`config.mk`:
```
export PLATFORM = sky130hd
export DESIGN_NAME = bin_to_bcd_seq
export DESIGN_NICKNAME = d
export VERILOG_FILES = /design/src/rtl/bin_to_bcd_seq.sv
export SDC_FILE = /design/constraint.sdc
export NUM_CORES = 1
export LEC_CHECK = 0
export CORE_ASPECT_RATIO = 1.2
export CORE_MARGIN = 2
export CORE_UTILIZATION = 49
export DETAILED_ROUTE_END_ITERATION = 8
export PLACE_DENSITY_LB_ADDON = 0.05
export SLEW_MARGIN = 10
export SYNTH_ARGS = -nofsm -noshare
export SYNTH_HDL_FRONTEND = slang
export SYNTH_SLANG_ARGS = --single-unit
export TNS_END_PERCENT = 1
```
`constraint.sdc`:
```
create_clock -name iClk -period 1.6 [get_ports iClk]
set_input_delay 0.16 -clock iClk [delete_from_list [all_inputs] [get_ports iClk]]
set_output_delay 0.16 -clock iClk [all_outputs]
set_load 0.05 [all_outputs]
```
`src/rtl/bin_to_bcd_seq.sv`:
```
// bin_to_bcd_seq
//   Sequential binary-to-BCD converter using shift-and-add-3 (double dabble).
//   Produces the packed four-digit BCD word consumed by the seven-segment
//   display driver, and holds the last result stable between conversions.
//
// Parameters
//   BIN_W   binary input width, legal range 4..14
//
// Ports
//   iClk    system clock, rising edge
//   iRst    asynchronous active-high reset
//   iStart  conversion request, only looked at in IDLE
//   iBin    binary value, captured on the edge that accepts iStart
//   oBcd    packed BCD result {thousands, hundreds, tens, units}, registered
//   oBusy   high from the accept edge until the result edge
//   oDone   one-cycle pulse in the cycle oBcd takes a new value
//   oOvf    last accepted iBin was above 9999 (result saturated to 9999)
//   oState  current FSM state, debug visibility only
//
// Handshake: a request is a cycle with iStart=1 while oBusy=0 (state IDLE);
// it is accepted on that rising edge. Requests while oBusy=1 are dropped,
// not queued. oDone is the only completion indication and lasts one cycle.
module bin_to_bcd_seq #(
    parameter int BIN_W = 14
) (
    input  logic             iClk,
    input  logic             iRst,
    input  logic             iStart,
    input  logic [BIN_W-1:0] iBin,
    output logic [15:0]      oBcd,
    output logic             oBusy,
    output logic             oDone,
    output logic             oOvf,
    output logic [1:0]       oState
);

    localparam int SCR_W = 16 + BIN_W;
    localparam int CNT_W = $clog2(BIN_W + 1);
    localparam int unsigned MAX_DEC = 9999;
    // Only reachable when 2^BIN_W-1 exceeds 9999; truncation for narrow
    // widths is harmless because the saturation path is then never taken.
    localparam logic [BIN_W-1:0] SAT_VAL = BIN_W'(MAX_DEC);

    typedef enum logic [1:0] {
        ST_IDLE  = 2'd0,
        ST_SHIFT = 2'd1,
        ST_DONE  = 2'd2
    } state_t;

    state_t           state_q, state_d;
    logic [SCR_W-1:0] scratch_q, scratch_d;
    logic [CNT_W-1:0] cnt_q, cnt_d;
    logic             ovf_rec_q, ovf_rec_d;
    logic [15:0]      bcd_q, bcd_d;
    logic             ovf_q, ovf_d;
    logic             done_q, done_d;

    logic [31:0]      bin_ext;
    logic             bin_over;
    logic [BIN_W-1:0] bin_sat;
    logic [SCR_W-1:0] scratch_adj;
    logic [SCR_W-1:0] scratch_shl;

    // Input saturation, compared at 32 bits so every legal BIN_W works.
    always_comb begin
        bin_ext  = 32'(iBin);
        bin_over = (bin_ext > 32'(MAX_DEC));
        bin_sat  = bin_over ? SAT_VAL : iBin;
    end

    // Add-3 correction on each BCD nibble independently (no inter-nibble
    // carry), then shift the full scratch left so the binary MSB enters the
    // units LSB.
    always_comb begin
        scratch_adj = scratch_q;
        for (int i = 0; i < 4; i++) begin
            if (scratch_q[BIN_W + 4*i +: 4] >= 4'd5) begin
                scratch_adj[BIN_W + 4*i +: 4] = scratch_q[BIN_W + 4*i +: 4] + 4'd3;
            end
        end
        scratch_shl = {scratch_adj[SCR_W-2:0], 1'b0};
    end

    always_comb begin
        state_d   = state_q;
        scratch_d = scratch_q;
        cnt_d     = cnt_q;
        ovf_rec_d = ovf_rec_q;
        bcd_d     = bcd_q;
        ovf_d     = ovf_q;
        done_d    = 1'b0;
        case (state_q)
            ST_IDLE: begin
                if (iStart) begin
                    scratch_d = {16'h0000, bin_sat};
                    ovf_rec_d = bin_over;
                    cnt_d     = CNT_W'(BIN_W);
                    state_d   = ST_SHIFT;
                end
            end
            ST_SHIFT: begin
                scratch_d = scratch_shl;
                cnt_d     = cnt_q - CNT_W'(1);
                if (cnt_q == CNT_W'(1)) begin
                    state_d = ST_DONE;
                end
            end
            ST_DONE: begin
                bcd_d   = scratch_q[SCR_W-1:BIN_W];
                ovf_d   = ovf_rec_q;
                done_d  = 1'b1;
                state_d = ST_IDLE;
            end
            default: begin
                state_d = ST_IDLE;
            end
        endcase
    end

    always_ff @(posedge iClk or posedge iRst) begin
        if (iRst) begin
            state_q   <= ST_IDLE;
            scratch_q <= '0;
            cnt_q     <= '0;
            ovf_rec_q <= 1'b0;
            bcd_q     <= 16'h0000;
            ovf_q     <= 1'b0;
            done_q    <= 1'b0;
        end else begin
            state_q   <= state_d;
            scratch_q <= scratch_d;
            cnt_q     <= cnt_d;
            ovf_rec_q <= ovf_rec_d;
            bcd_q     <= bcd_d;
            ovf_q     <= ovf_d;
            done_q    <= done_d;
        end
    end

    // Busy spans exactly the SHIFT and DONE states, i.e. accept edge to
    // result edge, and drops asynchronously with reset.
    assign oBusy  = (state_q != ST_IDLE);
    assign oBcd   = bcd_q;
    assign oOvf   = ovf_q;
    assign oDone  = done_q;
    assign oState = state_q;

endmodule

```
==> results of run 1 <==
[flip-flops by register name, indices dropped and copies added (netlist names)]
signal,flops
oState,2
scratch_q,30
ovf_rec_q,1
oDone,1
oOvf,1
cnt_q,4
oBcd,16
[metrics by stage]
step / setup slack (ns) / util [%] / total power [mW]
after floorplan: -0.0233 / - / 4.71
after global placement: -0.121 / 60.1 / 5.59
after detailed placement: -0.170 / 60.1 / 5.65
after CTS: 0.0137 / 62.6 / 6.72
after global routing: -0.0104 / 63.3 / 7.25
final: 0.0885 / 63.3 / 6.74
[cell usage after synthesis, types with 2 or more instances]
cell type	number
sky130_fd_sc_hd__a211oi_1	2
sky130_fd_sc_hd__buf_2	4
sky130_fd_sc_hd__o22ai_1	6
sky130_fd_sc_hd__a31oi_1	2
sky130_fd_sc_hd__xnor2_1	4
sky130_fd_sc_hd__nor2_1	10
sky130_fd_sc_hd__o21ai_2	7
sky130_fd_sc_hd__mux2_2	12
sky130_fd_sc_hd__nor3b_1	2
sky130_fd_sc_hd__ha_1	10
sky130_fd_sc_hd__a32o_1	4
sky130_fd_sc_hd__and3_1	2
sky130_fd_sc_hd__o31ai_1	7
sky130_fd_sc_hd__xor2_1	2
sky130_fd_sc_hd__nand2b_1	5
sky130_fd_sc_hd__o21ai_1	3
sky130_fd_sc_hd__nand2_1	26
sky130_fd_sc_hd__a22oi_1	6
sky130_fd_sc_hd__inv_1	16
sky130_fd_sc_hd__a21oi_1	11
sky130_fd_sc_hd__nand3_1	10
sky130_fd_sc_hd__buf_4	4
sky130_fd_sc_hd__o21ai_0	14
sky130_fd_sc_hd__buf_6	2
sky130_fd_sc_hd__dfrtp_1	55
[critical path, stage by stage, from the launching register on]
cell and delay, ns:
sky130_fd_sc_hd__dfrtp_1 0.39, sky130_fd_sc_hd__inv_1 0.13, sky130_fd_sc_hd__ha_1 0.22, sky130_fd_sc_hd__nand2b_1 0.07, sky130_fd_sc_hd__a21oi_1 0.19, sky130_fd_sc_hd__mux2_2 0.36
sky130_fd_sc_hd__o21ai_2 0.10
[layer usage]
| metal | share of wire (%) | up-vias | global-route usage [%] |
|---|---|---|---|
| met5 | 0 | - | 0 |
| met4 | 0.60 | 0 | 6.35 |
| met3 | 3.7 | 2 | 4.32 |
| met2 | 50 | 41 | 30.8 |
| li1 | - | 963 | - |
| met1 | 46 | 934 | 23.8 |
[worst min-delay path by stage]
stage          slack [ns]                        end                       from
2_1_floorplan        0.27   scratch_q[4]$_DFFE_PP0P_                    iBin[4]
3_3_place_gp         0.45  scratch_q[11]$_DFFE_PP0P_  scratch_q[10]$_DFFE_PP0P_
3_5_place_dp         0.47  scratch_q[14]$_DFFE_PP0P_  scratch_q[13]$_DFFE_PP0P_
4_1_cts              0.23  scratch_q[17]$_DFFE_PP0P_                       iRst
5_1_grt              0.25      oState[1]$_DFFE_PP0P_                       iRst
6_report             0.21      oState[1]$_DFFE_PP0P_                       iRst
[logic make-up (layout without fill, tap and decap cells)]
| family | Yosys count | count (layout) | synth area share, % |
|---|---|---|---|
| AO/OA/AOI/OAI | 67 | 67 | 17.2 |
| AND/OR/NAND/NOR | 65 | 65 | 12.5 |
| flip-flops | 55 | 55 | 52.3 |
| buffers and inverters | 28 | 81 | 5.75 |
| multiplexers | 13 | 13 | 5.51 |
| adder cells (fa/ha/maj) | 10 | 10 | 4.75 |
| XOR/XNOR | 6 | 6 | 2.00 |
[layout by cell type, fill, tap and decap left out, drive strengths merged, types with 3 or more instances in the layout]
master         netlist  final
dfrtp               55     55
buf                 11     41
nand2               27     27
o21ai               24     24
clkdlybuf4s50        0     16
inv                 16     16
mux2                12     12
nor2                11     11
a21oi               11     11
nand3               10     10
ha                  10     10
o31ai                7      7
o22ai                7      7
a22oi                6      6
clkbuf               1      6
nand2b               5      5
xnor2                4      4
a32o                 4      4
nor3b                3      3
[layout make-up]
type | instances | area [µm²] | area share (%)
inverters | 16 | 60.1 | 1.82
repair buffers | 57 | 518 | 15.7
clock inverters | 2 | 60.1 | 1.82
multi-input cells | 161 | 1140 | 34.5
well taps | 62 | 77.6 | 2.35
clock buffers | 6 | 72.6 | 2.19
flip-flops and latches | 55 | 1380 | 41.7
[what timing repair did]
action                                  4_1_cts  5_1_grt
buffers inserted                              0        0
endpoints found under the setup margin        0       19
endpoints found under the hold margin         0        0
resized for setup                             0       10
[report_power, final]
group	switching (mW)	internal, mW
clock	0.434	0.626
combinational	1.81	1.49
sequential	0.433	1.94
total	2.68	4.06
==> impl_table.tex, run 1 <==
\begin{tabular}{lr}
\hline
Metric & Value \\
\hline
\multicolumn{2}{l}{\textbf{Yosys}} \\
\quad Synth Net Count & 271 \\
\quad Largest area contributor in the netlist & sky130\_fd\_sc\_hd\_\_dfrtp\_1 \\
\quad Number of library cell types mapped by synthesis & 43 \\
\quad Share of flip-flops with an asynchronous set or reset & 100\% \\
\quad Area share of the leading cell type in the synthesized netlist & between 50\% and 60\% \\
\quad Number of warnings reported in the yosys synthesis log & 0 \\
\quad Most used DFF post-synth & sky130\_fd\_sc\_hd\_\_dfrtp\_1 \\
\quad Biggest area contributors in the synthesized netlist & sky130\_fd\_sc\_hd\_\_dfrtp\_1, sky130\_fd\_sc\_hd\_\_mux2\_2, sky130\_fd\_sc\_hd\_\_ha\_1 \\
\quad Cells after Synth & 244 \\
\quad Post-Syn Area per Cell & approximately 11 µm² \\
\quad Netlist area before placement & about 0.0026 mm² \\
\quad Portion of the post-synthesis area used by sequential elements & 52.3\% \\
\quad Flops \& latches, synth & 55 \\
\quad Number of enable flip-flop cells after synthesis & 0 \\
\multicolumn{2}{l}{\textbf{Outcome}} \\
\quad Result of the run & finished, final reports clean \\
\multicolumn{2}{l}{\textbf{Clock tree}} \\
\quad Hold-fix buffers, CTS & 0 \\
\quad Number of buffers on the longest clock path & 2 \\
\quad Clock tree from TritonCTS & built \\
\quad Source-to-sink clock delay at the later pin of the worst-skew pair & roughly 0.3 ns \\
\quad H-tree levels & 2 \\
\quad Root buffer cell & sky130\_fd\_sc\_hd\_\_clkbuf\_8 \\
\quad Clock input transition at the sequential cells of the worst setup and hold paths & 0.10 ns \\
\quad Clk sinks & 55 \\
\quad Total CTS buffers & 5 \\
\multicolumn{2}{l}{\textbf{Timing}} \\
\quad Count of pins over their slew limit & 0 \\
\quad Min cycle time layout & 1.51 ns \\
\quad Relative max-transition margin & 73.1\% \\
\quad Highest attainable clock frequency & 662 MHz \\
\quad Worst Tran Pin Value & roughly 0.40 ns \\
\quad Worst Hold Margin & 0.214 ns \\
\quad Hold violation total from the final report & 0 \\
\quad Number of endpoints failing setup at the final stage & 0 \\
\quad Total negative slack & 0 ns \\
\quad Unrepaired setup endpoints after global routing & yes \\
\quad Clock skew & 0.00937 ns \\
\quad Period utilization & 94.5\% \\
\multicolumn{2}{l}{\textbf{Die}} \\
\quad Effective utilization at floorplan & roughly half \\
\quad Die outline area & 0.00598 mm² \\
\quad Die width & around 71 µm \\
\quad Number of core rows & 29 \\
\quad Core region area & approximately 0.0052 mm² \\
\quad Ports & 38 \\
\quad Height of the chip & 84.3 µm \\
\multicolumn{2}{l}{\textbf{Worst setup path}} \\
\quad Cell depth of the worst flop-to-flop path & 6 \\
\quad Critical R2R Launch & scratch\_q[27]\$\_DFFE\_PP0P\_ \\
\quad Critical path launch point & scratch\_q[27]\$\_DFFE\_PP0P\_ \\
\quad Worst setup path endpoint & scratch\_q[28]\$\_DFFE\_PP0P\_ \\
\quad Setup CP Type & register to register \\
\quad Worst-path maximum fanout & 4 \\
\quad Data required time at the worst endpoint & 1.84 ns \\
\quad Worst setup slack for register-to-register paths & approximately 0.089 ns \\
\quad Worst endpoint data arrival time & 1.75 ns \\
\quad Critical path launch point type & register \\
\quad Reg-to-Reg End & scratch\_q[28]\$\_DFFE\_PP0P\_ \\
\quad Crit end category & register \\
\multicolumn{2}{l}{\textbf{Routing}} \\
\quad Number of remaining DRC errors & 0 \\
\quad Remaining antenna violation count & 0 \\
\quad Violation count after the first detailed-route iteration & approximately 80 \\
\quad DR vias/cell & 5.40 \\
\quad Number of vias in the routed layout & 1940 \\
\quad Detailed-route wire length per cell & 13.9 µm \\
\quad Total wire length after detailed routing & 4990 µm \\
\quad First-pass detailed-route iteration total & 4 \\
\multicolumn{2}{l}{\textbf{Finish}} \\
\quad Layout cells sized above 1 & 27.6\% \\
\quad Area growth syn-to-layout & 25.6\% \\
\quad Final cell count without fillers & 359 \\
\quad Design Area, Final & 0.00331 mm² \\
\quad Total number of nets in the final design & 323 \\
\quad Antenna fix cells & 0 \\
\quad Filler cell count & 428 \\
\multicolumn{2}{l}{\textbf{Global routing}} \\
\quad Remaining global-route overflow & 0 \\
\quad Via count of the first global-routing pass & around 1900 \\
\quad Initial antenna violation count & 0 \\
\quad Pin count of the biggest net entering global routing & 56 \\
\quad Overall routing resource usage & 18.6\% \\
\quad First-pass GRT wire length & 8830 µm \\
\multicolumn{2}{l}{\textbf{Power and ir drop}} \\
\quad Power density cells & 2040 mW/mm² \\
\quad Static leakage & between 1.5 and 2 nW \\
\quad Worst IR Drop VDD & roughly 950 µV \\
\multicolumn{2}{l}{\textbf{Placement}} \\
\quad Instance count after placement with tap cells included & 351 \\
\quad Routability-driven placement congestion ratio & 0.774 \\
\quad PortBufs & 37 \\
\quad Post-placement cell area & about 0.0031 mm² \\
\quad Half-perimeter wire length after detailed placement & 3550 µm \\
\multicolumn{2}{l}{\textbf{Min path}} \\
\quad Worst Hold Class & input port to asynchronous set/reset pin \\
\multicolumn{2}{l}{\textbf{Job}} \\
\quad Max-Cap Viols & 0 \\
\hline
\end{tabular}
No activity file was read; power rests on OpenSTA's default activity.
==> inputs of run 2 (changes only) <==
Settings changed: GPL_TIMING_DRIVEN set to 0.
==> run 2 against run 1 <==
- first-iteration DRC count decreased by 20%
- non-clock buffer count decreased by 7
- count of clock-buffer cells in the layout increased by 2
- wire length increased by 5.6%
- hold slack improved by 0.0040 ns
- die area unchanged
- sequential power about the same
- maximum frequency decreased by 1.6%
- largest cell class unchanged
- design area decreased by 2.5%
- final cell count decreased by 1.9%
- clock skew decreased by 0.0073 ns
==> impl_table.tex, run 2 (same netlist as run 1, synthesis figures left out) <==
\begin{tabular}{lr}
\hline
Metric & Value \\
\hline
\multicolumn{2}{l}{\textbf{Worst setup path}} \\
\quad Reg-to-Reg End & scratch\_q[24]\$\_DFFE\_PP0P\_ \\
\quad Critical path launch point type & register \\
\quad Worst endpoint data arrival time & approximately 1.8 ns \\
\quad Crit end category & register \\
\quad Count of buffer and inverter cells on the critical path & 1 \\
\quad Slowest cell on crit path & sky130\_fd\_sc\_hd\_\_dfrtp\_1 \\
\quad Critical path launch point & scratch\_q[23]\$\_DFFE\_PP0P\_ \\
\quad Worst setup path endpoint & scratch\_q[24]\$\_DFFE\_PP0P\_ \\
\quad Worst-path maximum fanout & 4 \\
\quad Setup CP Type & register to register \\
\quad Family with the most delay on the worst path & flip-flops \\
\quad Cells traversed along the worst timing path & inv\_1 > ha\_2 > nand2b\_1 > a21oi\_4 > mux2\_4 > o21ai\_2 \\
\quad Data required time at the worst endpoint & 1.83 ns \\
\quad CP Depth & 6 \\
\quad Max stage delay on crit path & between 0.4 and 0.5 ns \\
\quad Worst setup slack for register-to-register paths & 0.06 ns \\
\quad Cell depth of the worst flop-to-flop path & 6 \\
\quad Critical R2R Launch & scratch\_q[23]\$\_DFFE\_PP0P\_ \\
\multicolumn{2}{l}{\textbf{Die}} \\
\quad Core region area & 0.00523 mm² \\
\quad Effective utilization at floorplan & $\sim$50\% \\
\quad Die width & 70.9 µm \\
\quad Die outline area & 0.00598 mm² \\
\quad Height of the chip & 84.3 µm \\
\quad Number of core rows & 29 \\
\quad Ports & 38 \\
\multicolumn{2}{l}{\textbf{Clock tree}} \\
\quad Total CTS buffers & 5 \\
\quad Clk sinks & 55 \\
\quad Number of buffers on the longest clock path & 2 \\
\quad Clock input transition at the sequential cells of the worst setup and hold paths & 0.09 ns \\
\quad Root buffer cell & sky130\_fd\_sc\_hd\_\_clkbuf\_8 \\
\quad Hold-fix buffers, CTS & 0 \\
\quad Clock tree from TritonCTS & built \\
\quad Source-to-sink clock delay at the later pin of the worst-skew pair & 0.30 ns \\
\quad H-tree levels & 2 \\
\multicolumn{2}{l}{\textbf{Placement}} \\
\quad Routability-driven placement congestion ratio & slightly above 0.8 \\
\quad Post-placement worst setup slack & -0.166 ns \\
\quad PortBufs & 37 \\
\quad Half-perimeter wire length after detailed placement & $\sim$3800 µm \\
\multicolumn{2}{l}{\textbf{Timing}} \\
\quad Clock skew & 0.00207 ns \\
\quad Period utilization & between 90\% and 100\% \\
\quad Worst Hold Margin & 0.218 ns \\
\quad Highest attainable clock frequency & 651 MHz \\
\quad Count of pins over their slew limit & 0 \\
\quad Total negative slack & 0 ns \\
\quad Number of endpoints failing setup at the final stage & 0 \\
\quad Relative max-transition margin & between 60\% and 70\% \\
\quad Worst setup slack after layout & $\sim$0.064 ns \\
\quad Unrepaired setup endpoints after global routing & yes \\
\quad Min cycle time layout & around 1.5 ns \\
\quad Worst Tran Pin Value & 0.557 ns \\
\quad Hold violation total from the final report & 0 \\
\multicolumn{2}{l}{\textbf{Global routing}} \\
\quad Initial antenna violation count & 0 \\
\quad Overall routing resource usage & between 10\% and 20\% \\
\quad Pin count of the biggest net entering global routing & 31 \\
\quad Via count of the first global-routing pass & 1914 \\
\quad Remaining global-route overflow & 0 \\
\quad First-pass GRT wire length & 9170 µm \\
\multicolumn{2}{l}{\textbf{Routing}} \\
\quad First-pass detailed-route iteration total & 4 \\
\quad Violation count after the first detailed-route iteration & 65 \\
\quad Total wire length after detailed routing & 5270 µm \\
\quad Number of remaining DRC errors & 0 \\
\quad Detailed-route wire length per cell & 15.0 µm \\
\quad Remaining antenna violation count & 0 \\
\quad Number of vias in the routed layout & 1933 \\
\quad DR vias/cell & 5.49 \\
\multicolumn{2}{l}{\textbf{Finish}} \\
\quad Final core utilization & around 62\% \\
\quad Area used by sequential logic in the layout & 0.00138 mm² \\
\quad Register name with the most flops & scratch\_q \\
\quad Commonest cells after routing, fill and taps aside & sky130\_fd\_sc\_hd\_\_dfrtp\_1, sky130\_fd\_sc\_hd\_\_nand2\_1, sky130\_fd\_sc\_hd\_\_dlygate4sd2\_1, sky130\_fd\_sc\_hd\_\_clkdlybuf4s50\_1, sky130\_fd\_sc\_hd\_\_o21ai\_0 \\
\quad Filler cell count & about 460 \\
\quad Total number of nets in the final design & 316 \\
\quad Most frequent standard cell in the layout excluding fill and tap cells & sky130\_fd\_sc\_hd\_\_dfrtp\_1 \\
\quad Antenna fix cells & 0 \\
\quad Layout cells sized above 1 & roughly a fifth \\
\quad Flip-flop count of the largest register, all copies and words added & 30 \\
\quad Total area of multi-input combinational cells & roughly 0.0011 mm² \\
\quad Area growth syn-to-layout & 22.5\% \\
\multicolumn{2}{l}{\textbf{Job}} \\
\quad Max-Cap Viols & 0 \\
\multicolumn{2}{l}{\textbf{Min path}} \\
\quad Worst Hold Class & input port to asynchronous set/reset pin \\
\multicolumn{2}{l}{\textbf{Power and ir drop}} \\
\quad Worst IR Drop VDD & approximately 840 µV \\
\quad Power density cells & 1980 mW/mm² \\
\quad Static leakage & between 1.5 and 2 nW \\
\multicolumn{2}{l}{\textbf{Outcome}} \\
\quad Result of the run & finished, final reports clean \\
\hline
\end{tabular}
## run 2: cell types whose count changed in the layout (fill, tap and decap cells not counted), sizes merged
cell,change
buf,-30
dlygate4sd2,+19
dlymetal6s2s,+1
clkbuf,+5
bufinv,-2
## run 2: metal layers
| metal | global-route usage, % | wire length (µm) | share of wire [%] | up-vias |
|---|---|---|---|---|
| met5 | 0 | 0 | 0 | - |
| met4 | 4.63 | 61 | 1.2 | 0 |
| met3 | 3.24 | 179 | 3.4 | 5 |
| met2 | 33.4 | 2750 | 52 | 45 |
| met1 | 24.8 | 2280 | 43 | 932 |
| li1 | - | - | - | 951 |
## run 2: area by class of cell
type | instances | area share, %
Sequential cell | 55 | 42.7
Multi-Input combinational cell | 161 | 35.6
Timing Repair Buffer | 38 | 11.3
Clock buffer | 8 | 3.10
Buffer | 12 | 2.95
Tap cell | 62 | 2.40
Inverter | 16 | 1.86
## run 2: worst min path at each step
stage                              startpoint                   endpoint  cells after the start
floorplan                             iBin[4]   scratch_q[4]$_DFFE_PP0P_                      2
global placement    scratch_q[10]$_DFFE_PP0P_  scratch_q[11]$_DFFE_PP0P_                      2
detailed placement  scratch_q[11]$_DFFE_PP0P_  scratch_q[12]$_DFFE_PP0P_                      2
CTS                                      iRst   scratch_q[0]$_DFFE_PP0P_                      2
global route                             iRst      oState[0]$_DFFE_PP0P_                      2
finish                                   iRst   scratch_q[0]$_DFFE_PP0P_                      2
## run 2: stage by stage
stage	total power [mW]	cell area (µm²)	std cells
floorplan	4.71	2630	244
global placement	5.46	3080	343
detailed placement	5.54	3100	344
CTS	6.30	3180	352
global route	6.88	3230	352
finish	6.38	3230	352
## run 2: power breakdown
group / switching, mW / internal (mW)
Sequential: 0.439 / 1.94
Combinational: 1.84 / 1.33
Clock: 0.426 / 0.396
## run 2: what timing repair did
item                       4_1_cts  5_1_grt
setup endpoints to repair       22       28
buffers inserted                 0        0
pin swaps                        0        2
resized for setup               23       19
gates cloned                     0        0
==> inputs of run 3 (changes only) <==
Settings changed: CORE_UTILIZATION 49 to 54.
Clock period 1.6 ns to 1.45 ns, I/O delays scaled along.
==> run 3 against run 2 <==
- the flow now finishes with violations (negative setup slack)
- clock skew is 0.0033 ns higher
- power is 20% higher
- sequential cell count unchanged
- register-to-register slack worse by 0.11 ns
- die area shrank 8.8%
- maximum frequency up 2.9%
- global-route usage rose by 2.6 points
- critical endpoint unchanged
==> impl_table.tex, run 3 (same netlist as run 1, synthesis figures left out) <==
\begin{tabular}{lr}
\hline
Metric & Value \\
\hline
\multicolumn{2}{l}{\textbf{Timing}} \\
\quad Highest attainable clock frequency & 670 MHz \\
\quad Clock skew & $\sim$0.0054 ns \\
\quad Number of endpoints failing setup at the final stage & 13 \\
\quad Worst setup slack after layout & -0.0432 ns \\
\quad Min cycle time layout & 1.49 ns \\
\quad Relative max-transition margin & just under 70\% \\
\quad Period utilization & 103\% \\
\quad Count of pins over their slew limit & 0 \\
\quad Worst Tran Pin Value & 0.492 ns \\
\quad Total negative slack & -0.201 ns \\
\quad Hold violation total from the final report & 0 \\
\quad Unrepaired setup endpoints after global routing & yes \\
\multicolumn{2}{l}{\textbf{Finish}} \\
\quad Antenna fix cells & 0 \\
\quad Layout cells sized above 1 & between 20\% and 30\% \\
\quad Filler cell count & 349 \\
\quad Most frequent standard cell in the layout excluding fill and tap cells & sky130\_fd\_sc\_hd\_\_dfrtp\_1 \\
\quad Area growth syn-to-layout & 28.7\% \\
\quad Area used by sequential logic in the layout & 0.00138 mm² \\
\quad Final core utilization & 73.2\% \\
\quad Flip-flop count of the largest register, all copies and words added & 30 \\
\quad Total area of multi-input combinational cells & $\sim$0.0013 mm² \\
\quad Register name with the most flops & scratch\_q \\
\quad Commonest cells after routing, fill and taps aside & sky130\_fd\_sc\_hd\_\_dfrtp\_1, sky130\_fd\_sc\_hd\_\_nand2\_1, sky130\_fd\_sc\_hd\_\_dlygate4sd2\_1, sky130\_fd\_sc\_hd\_\_clkdlybuf4s50\_1, sky130\_fd\_sc\_hd\_\_o21ai\_0 \\
\quad Total number of nets in the final design & 316 \\
\multicolumn{2}{l}{\textbf{Routing}} \\
\quad DR vias/cell & 5.72 \\
\quad Wire length on met3 & 212 µm \\
\quad Number of vias in the routed layout & $\sim$2000 \\
\quad Number of remaining DRC errors & 0 \\
\quad First-pass detailed-route iteration total & 4 \\
\quad Total wire length after detailed routing & between 5000 and 6000 µm \\
\quad Top layer in use & met4 \\
\quad Remaining antenna violation count & 0 \\
\quad Length of routed met2 wiring & 2710 µm \\
\quad Violation count after the first detailed-route iteration & roughly 110 \\
\quad Detailed-route wire length per cell & 15.4 µm \\
\quad Wire length the detailed router placed on met1 & 2350 µm \\
\multicolumn{2}{l}{\textbf{Power and ir drop}} \\
\quad Internal Pwr Total & between 4 and 5 mW \\
\quad Comb power frac & 51.6\% \\
\quad Worst IR Drop VDD & 1070 µV \\
\quad Static leakage & 1.60 nW \\
\quad Fraction of power spent switching nets & roughly two fifths \\
\quad Part of the power in registers & a little over a third \\
\quad Share of total power in the clock network & 13.6\% \\
\quad Power density cells & 2260 mW/mm² \\
\quad Total net switching power & 3.19 mW \\
\multicolumn{2}{l}{\textbf{Worst setup path}} \\
\quad Max stage delay on crit path & 0.39 ns \\
\quad Cells traversed along the worst timing path & inv\_2 > ha\_2 > nand2b\_1 > a21oi\_4 > mux2\_4 > o21ai\_2 \\
\quad Count of buffer and inverter cells on the critical path & 1 \\
\quad Family with the most delay on the worst path & flip-flops \\
\quad Slowest cell on crit path & sky130\_fd\_sc\_hd\_\_dfrtp\_1 \\
\quad Setup CP Type & register to register \\
\quad Worst setup slack for register-to-register paths & -0.04 ns \\
\quad Data required time at the worst endpoint & 1.69 ns \\
\quad Critical path launch point type & register \\
\quad Crit end category & register \\
\quad Worst-path maximum fanout & 4 \\
\quad Worst endpoint data arrival time & 1.73 ns \\
\multicolumn{2}{l}{\textbf{Clock tree}} \\
\quad Post-CTS setup buffers & 0 \\
\quad Number of buffers on the longest clock path & 2 \\
\quad Clock tree from TritonCTS & built \\
\quad Source-to-sink clock delay at the later pin of the worst-skew pair & approximately 0.30 ns \\
\quad Root buffer cell & sky130\_fd\_sc\_hd\_\_clkbuf\_8 \\
\quad Clk sinks & 55 \\
\quad Hold-fix buffers, CTS & 0 \\
\quad Clock input transition at the sequential cells of the worst setup and hold paths & $\sim$0.090 ns \\
\quad H-tree levels & 2 \\
\quad Total CTS buffers & 5 \\
\multicolumn{2}{l}{\textbf{Die}} \\
\quad Die width & 67.7 µm \\
\quad Effective utilization at floorplan & 56.9\% \\
\quad Ports & 38 \\
\quad Number of core rows & 27 \\
\quad Die outline area & about 0.0055 mm² \\
\quad Height of the chip & 80.5 µm \\
\quad Core region area & 0.00463 mm² \\
\multicolumn{2}{l}{\textbf{Global routing}} \\
\quad Pin count of the biggest net entering global routing & between 50 and 60 \\
\quad Initial antenna violation count & 0 \\
\quad First-pass GRT wire length & $\sim$8800 µm \\
\quad Overall routing resource usage & 21.7\% \\
\quad Via count of the first global-routing pass & 1893 \\
\quad Remaining global-route overflow & 0 \\
\multicolumn{2}{l}{\textbf{Placement}} \\
\quad PortBufs & 37 \\
\quad Half-perimeter wire length after detailed placement & 3620 µm \\
\quad Routability-driven placement congestion ratio & 0.785 \\
\multicolumn{2}{l}{\textbf{Outcome}} \\
\quad Failing checks & negative setup slack \\
\quad Result of the run & complete, but fails checks \\
\multicolumn{2}{l}{\textbf{Job}} \\
\quad Max-Cap Viols & 0 \\
\multicolumn{2}{l}{\textbf{Min path}} \\
\quad Worst Hold Class & input port to asynchronous set/reset pin \\
\hline
\end{tabular}
run 3: area by class of cell:
type / count / share of cell area [%]
well taps: 58 / 2.14
flip-flops and latches: 55 / 40.7
inverters: 16 / 1.88
multi-input cells: 161 / 37.3
repair buffers: 38 / 10.7
clock inverters: 2 / 1.03
clock buffers: 6 / 2.44
plain buffers: 12 / 3.80
run 3: power groups by stage:
stage | Combinational (mW) | Sequential [mW] | Clock [mW]
2_1_floorplan | 2.23 | 2.96 | 0
3_3_place_gp | 3.42 | 2.60 | 0
3_5_place_dp | 3.49 | 2.62 | 0
4_1_cts | 3.73 | 2.62 | 1.06
5_1_grt | 4.31 | 2.75 | 1.14
6_report | 3.96 | 2.66 | 1.05
run 3: final timing paths:
kind / end / depth (start not counted) / startpoint
worst max-delay path: scratch_q[24]$_DFFE_PP0P_ / 6 / scratch_q[23]$_DFFE_PP0P_
worst min-delay path: oBcd[11]$_DFFE_PP0P_ / 2 / iRst
worst max register to register: scratch_q[24]$_DFFE_PP0P_ / 6 / scratch_q[23]$_DFFE_PP0P_
worst min register to register: oBcd[13]$_DFFE_PP0P_ / 2 / oBcd[13]$_DFFE_PP0P_
max in group asynchronous: oState[1]$_DFFE_PP0P_ / 3 / iRst
min in group iClk: scratch_q[0]$_DFFE_PP0P_ / 3 / iBin[0]
run 3: metrics by stage:
stage          hold slack, ns  total power, mW  std cells  cell area, µm²  worst slack (ns)
2_1_floorplan           0.219             5.20        244            2640           -0.0505
3_3_place_gp            0.461             6.02        339            3080            -0.288
3_5_place_dp            0.464             6.11        339            3080            -0.289
4_1_cts                 0.368             7.41        347            3280            -0.116
5_1_grt                 0.223             8.19        348            3390            -0.106
6_report                0.193             7.67        348            3390           -0.0432
run 3: worst reg2reg max path, delay by kind of cell, from the launching register on:
family          cells  cell delay, ns
fa+ha+maj           1            0.17
compound gates      2            0.30
simple gates        1            0.17
flops               1            0.39
mux                 1            0.32
buf+inv             1            0.08
run 3: layer usage:
metal  GRT usage [%]  vias to the layer above
met2            36.6                       49
met4            7.55                        0
li1                -                      952
met1            27.3                      978
met3            4.20                       10
met5               0                        -
run 3: repair_timing:
action                     4_1_cts  5_1_grt
gates resized for setup         53       28
hold endpoints to repair         0        0
pin swaps                        4        5
setup endpoints to repair       53       39
